[src/rtl/car_draw_scheduler.sv]
`default_nettype none
// ============================================================================
//  Module      : car_draw_scheduler
//  Description : Walks a table of car positions once per frame and drives the
//                20x20 sprite drawer for each valid, on-screen slot.
//  Revision    : 1.0 - initial release
// ============================================================================
module car_draw_scheduler #(
    parameter int NUM_CARS       = 4,
    parameter int SCREEN_W       = 160,
    parameter int SCREEN_H       = 120,
    parameter int TIMEOUT_CYCLES = 2047,
    localparam int IDX_W         = (NUM_CARS > 1) ? $clog2(NUM_CARS) : 1
) (
    input  logic             clk,
    input  logic             resetn,
    input  logic             frame_tick,
    input  logic             pos_we,
    input  logic [IDX_W-1:0] pos_idx,
    input  logic [7:0]       pos_x,
    input  logic [6:0]       pos_y,
    input  logic             pos_valid,
    input  logic             draw_done,
    output logic             draw_enable,
    output logic [7:0]       draw_x,
    output logic [6:0]       draw_y,
    output logic             busy,
    output logic             frame_done,
    output logic             overrun,
    output logic             timeout_err
);

    localparam int WD_W = (TIMEOUT_CYCLES > 1) ? $clog2(TIMEOUT_CYCLES) : 1;

    localparam logic [8:0]       c_X_MAX    = 9'(SCREEN_W - 20);
    localparam logic [7:0]       c_Y_MAX    = 8'(SCREEN_H - 20);
    localparam logic [IDX_W-1:0] c_IDX_LAST = IDX_W'(NUM_CARS - 1);
    localparam logic [WD_W-1:0]  c_WD_LAST  = WD_W'(TIMEOUT_CYCLES - 1);

    localparam logic [2:0] S_IDLE   = 3'd0;
    localparam logic [2:0] S_SCAN   = 3'd1;
    localparam logic [2:0] S_LOAD   = 3'd2;
    localparam logic [2:0] S_DRAW   = 3'd3;
    localparam logic [2:0] S_GAP    = 3'd4;
    localparam logic [2:0] S_FINISH = 3'd5;

    logic [2:0]       r_state;
    logic [IDX_W-1:0] r_idx;
    logic [WD_W-1:0]  r_wd;
    logic             r_tab_valid [NUM_CARS];
    logic [7:0]       r_tab_x     [NUM_CARS];
    logic [6:0]       r_tab_y     [NUM_CARS];

    logic w_slot_ok;
    logic w_idx_last;

    // Zero-extended compares so a large coordinate can never wrap into range.
    assign w_slot_ok  = r_tab_valid[r_idx]
                     && ({1'b0, r_tab_x[r_idx]} <= c_X_MAX)
                     && ({1'b0, r_tab_y[r_idx]} <= c_Y_MAX);
    assign w_idx_last = (r_idx == c_IDX_LAST);

    always_ff @(posedge clk) begin
        if (!resetn) begin
            r_state     <= S_IDLE;
            r_idx       <= '0;
            r_wd        <= '0;
            draw_enable <= 1'b0;
            draw_x      <= '0;
            draw_y      <= '0;
            busy        <= 1'b0;
            frame_done  <= 1'b0;
            overrun     <= 1'b0;
            timeout_err <= 1'b0;
            for (int i = 0; i < NUM_CARS; i++) begin
                r_tab_valid[i] <= 1'b0;
                r_tab_x[i]     <= '0;
                r_tab_y[i]     <= '0;
            end
        end else begin
            frame_done <= 1'b0;

            if (pos_we && (int'(pos_idx) < NUM_CARS)) begin
                r_tab_valid[pos_idx] <= pos_valid;
                r_tab_x[pos_idx]     <= pos_x;
                r_tab_y[pos_idx]     <= pos_y;
            end

            if (frame_tick && (r_state != S_IDLE)) begin
                overrun <= 1'b1;
            end

            case (r_state)
                S_IDLE: begin
                    if (frame_tick) begin
                        r_state <= S_SCAN;
                        r_idx   <= '0;
                        busy    <= 1'b1;
                    end
                end
                S_SCAN: begin
                    if (w_slot_ok) begin
                        r_state <= S_LOAD;
                    end else if (w_idx_last) begin
                        r_state    <= S_FINISH;
                        frame_done <= 1'b1;
                    end else begin
                        r_idx <= r_idx + 1'b1;
                    end
                end
                S_LOAD: begin
                    // Origin is captured here so later table writes wait for the next frame.
                    draw_x      <= r_tab_x[r_idx];
                    draw_y      <= r_tab_y[r_idx];
                    r_wd        <= '0;
                    draw_enable <= 1'b1;
                    r_state     <= S_DRAW;
                end
                S_DRAW: begin
                    if (draw_done) begin
                        draw_enable <= 1'b0;
                        r_state     <= S_GAP;
                    end else if (r_wd == c_WD_LAST) begin
                        draw_enable <= 1'b0;
                        timeout_err <= 1'b1;
                        r_state     <= S_GAP;
                    end else begin
                        r_wd <= r_wd + 1'b1;
                    end
                end
                S_GAP: begin
                    if (w_idx_last) begin
                        r_state    <= S_FINISH;
                        frame_done <= 1'b1;
                    end else begin
                        r_idx   <= r_idx + 1'b1;
                        r_state <= S_SCAN;
                    end
                end
                S_FINISH: begin
                    busy    <= 1'b0;
                    r_state <= S_IDLE;
                end
                default: begin
                    r_state <= S_IDLE;
                end
            endcase
        end
    end

endmodule
`default_nettype wire

[config.mk]
export PLATFORM = sky130hd
export DESIGN_NAME = car_draw_scheduler
export DESIGN_NICKNAME = d
export VERILOG_FILES = /design/src/rtl/car_draw_scheduler.sv
export SDC_FILE = /design/constraint.sdc
export NUM_CORES = 1
export LEC_CHECK = 0
export CORE_MARGIN = 5
export CORE_UTILIZATION = 31
export DETAILED_ROUTE_END_ITERATION = 8
export GPL_ROUTABILITY_DRIVEN = 1
export PLACE_DENSITY_LB_ADDON = 0.2
export SLEW_MARGIN = 5
export SYNTH_ARGS = -nofsm -noshare
export SYNTH_HDL_FRONTEND = slang
export SYNTH_SLANG_ARGS = --single-unit
export TNS_END_PERCENT = 5
[constraint.sdc]
create_clock -name clk -period 2.4 [get_ports clk]
set_input_delay 0.24 -clock clk [delete_from_list [all_inputs] [get_ports clk]]
set_output_delay 0.24 -clock clk [all_outputs]
set_load 0.01 [all_outputs]
==> results.json, run 1 <==
{
  "end_kind": "register",
  "final_nets": 469,
  "fmax_mhz": 431,
  "cts_buffers": 9,
  "hold_viol_final": 0,
  "cts_tree": "built",
  "start_util_pct": 31.2,
  "netlist_area_sq_um": 4480,
  "port_buffers": 42,
  "core_area_sq_um": 14400,
  "avgRoutedWirePerCell_microns": 16.4,
  "worst_pin_slew_ns": 0.524,
  "fin_area_sq_um": 5560,
  "ys_seq_area_share_pct": 59.2,
  "cts_max_path_buffers": 2,
  "clock_skew_ns": 0.00821,
  "ctsHoldBuffers": 0,
  "powerDensity_nw_per_um2": 680,
  "critPathMaxFanout": 3,
  "drt_iter0_drc": 231,
  "rr_worst_depth": 6,
  "syn_avg_cell_area_sq_um": 11.8,
  "antenna_left": 0,
  "max_slew_margin_pct": 64.1,
  "diodes": 0,
  "track_usage_pct": 13.0,
  "holdWs_ns": 0.460,
  "yosys.area_share.simple_pct": 18.8,
  "cap_violations": 0,
  "finalSetupTns_ns": 0,
  "synth_commonest_cells": "edfxtp_1 (61), nand2_1 (53), and2_1 (47)",
  "ir_worst_vdd_mv": 0.327,
  "rsz0062_at_grt": "false",
  "cp.required_ns": 2.67,
  "final_layout_size_suffix_gt1_share_pct": 14.0,
  "clock_sinks": 102,
  "clk_latency_ns": 0.35,
  "min_from": "draw_y[4]",
  "cts_root_buf": "clkbuf_16",
  "synth_nets": 406,
  "drt-total-wl_microns": 10400,
  "cts.reportedPaths.clkPinSlew_ns": 0.07,
  "grt_pass1_wl_microns": 16700,
  "grt_pass1_vias": 3131,
  "pin_count": 43,
  "syn_to_final_growth_pct": 24.1,
  "post-route-min-period_ns": 2.32,
  "outcome": "finished clean",
  "synth_compound_area_share_pct": 8.59,
  "yosys.area.top_type_share_pct": 40.8,
  "ctsHtreeMaxLevel": 3,
  "yosysTopAreaCell": "edfxtp_1",
  "die_h_microns": 130,
  "timing.final.crit_share_pct": 96.6,
  "synthAdderAreaFrac_pct": 0.558,
  "r2r-end": "r_state[1]",
  "drc": 0,
  "nFillCells": 1412,
  "pre_cts_ws_ns": 0.0410,
  "holdPathEnd": "draw_y[4]",
  "overflow": 0,
  "maxSlewViolCount": 0,
  "yosysWarnings": 0,
  "final-setup-viol-count": 0,
  "viasPerCell": 4.87,
  "cp.arrival_ns": 2.59,
  "start_kind": "register",
  "hpwl_microns": 7130,
  "rows": 44,
  "vias": 3084,
  "synth_top_family_by_area": "simple AND/OR/NAND/NOR gates",
  "async_flop_share_pct": 0,
  "drt-pass1-iter-count": 4,
  "synth_cell_types": 51,
  "synth_xor_area_share_pct": 1.56,
  "netlist_instances": 381,
  "antenna_found_initial": 0,
  "dieArea_sq_um": 17000,
  "ys_seq_elements": 102,
  "place_congestion": 0.792,
  "yosysMostFrequentCell": "edfxtp_1",
  "hold_path.class": "reg2reg",
  "r2r_slack_ns": 0.08,
  "synth-edff-count": 61,
  "synth_top_cells_by_area": "edfxtp_1 (41%), dfxtp_1 (18%), and2_1 (6.6%)",
  "p_leak_nw": 1.94,
  "min_path_cells": 2,
  "worst_slack_ns": 0.0810,
  "grt_max_degree": 33,
  "place_area_sq_um": 5260,
  "muxShareOfSynthArea_pct": 8.76,
  "synthFlopType": "edfxtp_1",
  "crit_type": "reg2reg",
  "chipWidth_microns": 130
}
[cell usage in the layout, fill, tap and decap left out, types with 14 or more instances in the layout]
cell type        count
clkdlybuf4s50_1     42
nand2_1             53
dfxtp_1             40
nor2_1              18
edfxtp_1            61
mux4_2              14
a21oi_1             23
buf_4               28
and2_1              47
and3_1              17
[layout make-up]
type	instances	area [sq um]	area share [%]
Clock buffer	9	225	4.05
Clock inverter	7	65.1	1.17
Inverter	9	33.8	0.607
Multi-Input combinational cell	251	1710	30.8
Sequential cell	102	2650	47.7
Tap cell	184	230	4.14
Timing Repair Buffer	71	642	11.5
[sequential cells by signal (all words and copies together), names as in the netlist, named ones only]
register / cells
busy: 1
draw_enable: 1
draw_x: 8
draw_y: 7
frame_done: 1
overrun: 1
r_idx: 2
r_state: 3
r_tab_valid: 4
r_tab_x: 32
r_tab_y: 28
r_wd: 11
timeout_err: 1
[critical path: stages (launching register included)]
cell      delay, ns
dfxtp_2        0.34
buf_4          0.13
mux4_2         0.50
or2_1          0.26
o31a_1         0.32
or4_4          0.49
a211oi_2       0.21
[report_power, final]
group / switching [mW] / internal, mW
Clock: 0.628 / 0.800
Sequential: 0.0350 / 1.95
Combinational: 0.186 / 0.188
[layer usage]
metal / vias to the layer above / global-route usage (%) / part of all wire, %
met5: - / 0 / 0
met4: 0 / 4.22 / 1.1
met3: 10 / 3.85 / 5.8
met2: 71 / 20.8 / 47
met1: 1493 / 17.0 / 46
li1: 1510 / - / -
[how the worst max path moves through the flow]
stage	endpoint	slack (ns)	cells after the start
2_1_floorplan	r_state[1]	0.14	6
3_3_place_gp	r_state[1]	0.05	6
3_5_place_dp	r_state[1]	0.04	6
4_1_cts	r_state[1]	0.01	6
5_1_grt	r_state[1]	0.02	6
6_report	r_state[1]	0.08	6
[logic make-up (layout without fill, tap and decap cells)]
logic type,Yosys count,after routing
compound gates,59,59
xor+xnor,8,8
fa+ha+maj,2,2
buf+inv,28,96
flops,102,102
mux,18,18
simple gates,164,164
[repair_timing]
item,CTS,global route
setup endpoints to repair,1,5
cloned,0,0
setup buffers,0,1
pin swaps,0,2
gates resized for setup,1,5
[stage by stage]
| step | utilization, % | cells | total power, mW |
|---|---|---|---|
| after floorplan | - | 381 | 2.22 |
| after global placement | 36.6 | 616 | 2.39 |
| after detailed placement | 36.6 | 616 | 2.40 |
| after CTS | 38.7 | 632 | 3.84 |
| after global routing | 38.7 | 633 | 3.94 |
| final | 38.7 | 633 | 3.79 |
Note: power is estimated with default switching activity, not from simulation.
==> inputs of run 2 (changes only) <==
--- a/config.mk
+++ b/config.mk
@@ -5,11 +5,13 @@
 export SDC_FILE = /design/constraint.sdc
 export NUM_CORES = 1
 export LEC_CHECK = 0
+export ABC_CLOCK_PERIOD_IN_PS = 2400
 export CORE_MARGIN = 5
 export CORE_UTILIZATION = 31
 export DETAILED_ROUTE_END_ITERATION = 8
 export GPL_ROUTABILITY_DRIVEN = 1
 export PLACE_DENSITY_LB_ADDON = 0.2
+export RECOVER_POWER = 100
 export SLEW_MARGIN = 5
 export SYNTH_ARGS = -nofsm -noshare
 export SYNTH_HDL_FRONTEND = slang
==> results.json, run 2 (synthesis gave the netlist of run 1 again) <==
{
  "start_kind": "register",
  "p_switching_mw": 0.847,
  "placed_cells": 616,
  "maxSlewViolCount": 0,
  "rows": 44,
  "ctsHoldBuffers": 0,
  "rsz0062_at_grt": "false",
  "holdWs_ns": 0.457,
  "finalSetupTns_ns": 0,
  "cts_root_buf": "clkbuf_16",
  "max_slew_margin_pct": 25.9,
  "switching_share_pct": 22.4,
  "hold_viol_final": 0,
  "end_kind": "register",
  "critPathMaxFanout": 3,
  "nFillCells": 1423,
  "crit_type": "reg2reg",
  "final_nets": 469,
  "path_buf_inv": 1,
  "p_leak_nw": 1.95,
  "ctsHtreeMaxLevel": 3,
  "pin_count": 43,
  "track_usage_pct": 13.0,
  "start_util_pct": 31.2,
  "syn_to_final_growth_pct": 23.2,
  "cts_tree": "built",
  "regMostFlops": "r_tab_x",
  "combinationalPowerShare_pct": 9.6,
  "final-setup-viol-count": 0,
  "fin_cells": 633,
  "p_int_mw": 2.93,
  "timing.final.crit_share_pct": 96.9,
  "largest_reg_flops": 32,
  "vias": 3052,
  "cap_violations": 0,
  "hpwl_microns": 7130,
  "die_h_microns": 130,
  "drc": 0,
  "place_congestion": 0.792,
  "ir_worst_vdd_mv": 0.326,
  "post-route-min-period_ns": 2.33,
  "clock_sinks": 102,
  "chipWidth_microns": 130,
  "port_buffers": 42,
  "fmax_mhz": 430,
  "grt_max_degree": 33,
  "cts.reportedPaths.clkPinSlew_ns": 0.07,
  "clock_skew_ns": 0.00696,
  "final_util_pct": 38.5,
  "diodes": 0,
  "use_met3_pct": 3.85,
  "busiest_layer": "met2",
  "avgRoutedWirePerCell_microns": 16.4,
  "seqPwrFrac_pct": 52.6,
  "mostFrequentLayoutCells": "edfxtp_1 (61), nand2_1 (53), dfxtp_1 (40), and2_0 (24)",
  "powerDensity_nw_per_um2": 683,
  "cts_max_path_buffers": 2,
  "antenna_left": 0,
  "cts_buffers": 9,
  "hold_path.class": "reg2reg",
  "dieArea_sq_um": 17000,
  "met2_usage_pct": 20.8,
  "drt_iter0_drc": 219,
  "worst_pin_slew_ns": 1.11,
  "outcome": "finished clean",
  "viasPerCell": 4.82,
  "final_layout_size_suffix_gt1_share_pct": 12.0,
  "clk_latency_ns": 0.35,
  "drt-pass1-iter-count": 4,
  "overflow": 0,
  "critPathTopFamily": "simple AND/OR/NAND/NOR gates",
  "crit_chain": "buf_4, mux4_2, or2_1, o31a_1, or4_4, a211oi_2",
  "core_area_sq_um": 14400,
  "grt_pass1_wl_microns": 16700,
  "antenna_found_initial": 0,
  "clockPowerShare_pct": 37.8,
  "final_common_cell": "edfxtp_1",
  "grt_pass1_vias": 3131,
  "drt-total-wl_microns": 10400,
  "cp.arrival_ns": 2.59,
  "cp.required_ns": 2.66,
  "met1_usage_pct": 17.0,
  "critical-path-max-stage-delay_ns": 0.50,
  "slowest_stage": "mux4_2",
  "top_regs": "r_tab_x x32, r_tab_y x28, r_wd x11"
}
[run 2: path summary, 6_finish.rpt]
path	from	to	slack (ns)	cells past startpoint
worst max-delay path	register	r_state[1]	0.07	6
worst min-delay path	draw_y[4]	draw_y[4]	0.46	2
worst max register to register	register	r_state[1]	0.07	6
worst min register to register	draw_y[4]	draw_y[4]	0.46	2
[run 2: timing repair]
item                                    4_1_cts  5_1_grt
hold endpoints to repair                      0        0
endpoints found under the setup margin        1        5
setup buffers                                 0        1
pin swaps                                     0        2
gates cloned                                  0        0
gates resized for setup                       1        5
[run 2: tightest hold or removal path, delay by kind of cell (launching register included)]
family          cells  cell delay, ns
compound gates      1            0.05
flops               1            0.31
simple gates        1            0.05
[run 2: layout make-up]
cell class / instances / area [sq um] / area share [%]
Multi-Input combinational cell: 251 / 1710 / 31.0
Clock inverter: 7 / 65.1 / 1.18
Timing Repair Buffer: 71 / 603 / 10.9
Clock buffer: 9 / 225 / 4.08
Inverter: 9 / 33.8 / 0.611
Tap cell: 184 / 230 / 4.17
Sequential cell: 102 / 2650 / 48.0
[run 2: power groups by stage]
| stage | clock network (mW) | logic [mW] | registers (mW) |
|---|---|---|---|
| final | 1.43 | 0.364 | 1.99 |
| after detailed placement | 0 | 0.373 | 2.02 |
| after floorplan | 0 | 0.207 | 2.01 |
| after global placement | 0 | 0.370 | 2.02 |
| after CTS | 1.48 | 0.374 | 1.98 |
| after global routing | 1.54 | 0.401 | 1.99 |
[run 2: stage by stage]
stage               setup slack (ns)  cell area [sq um]  power [mW]
finish                        0.0737               5530        3.78
floorplan                      0.138               4480        2.22
CTS                           0.0119               5560        3.84
global route                  0.0121               5530        3.93
global placement              0.0510               5260        2.39
detailed placement            0.0410               5260        2.40
[run 2: per-layer routing]
| layer | wire [microns] | up-vias | share of wire, % |
|---|---|---|---|
| met5 | 0 | - | 0 |
| met4 | 120 | 0 | 1.2 |
| met3 | 463 | 10 | 4.5 |
| met2 | 4890 | 53 | 47 |
| met1 | 4910 | 1477 | 47 |
| li1 | - | 1512 | - |
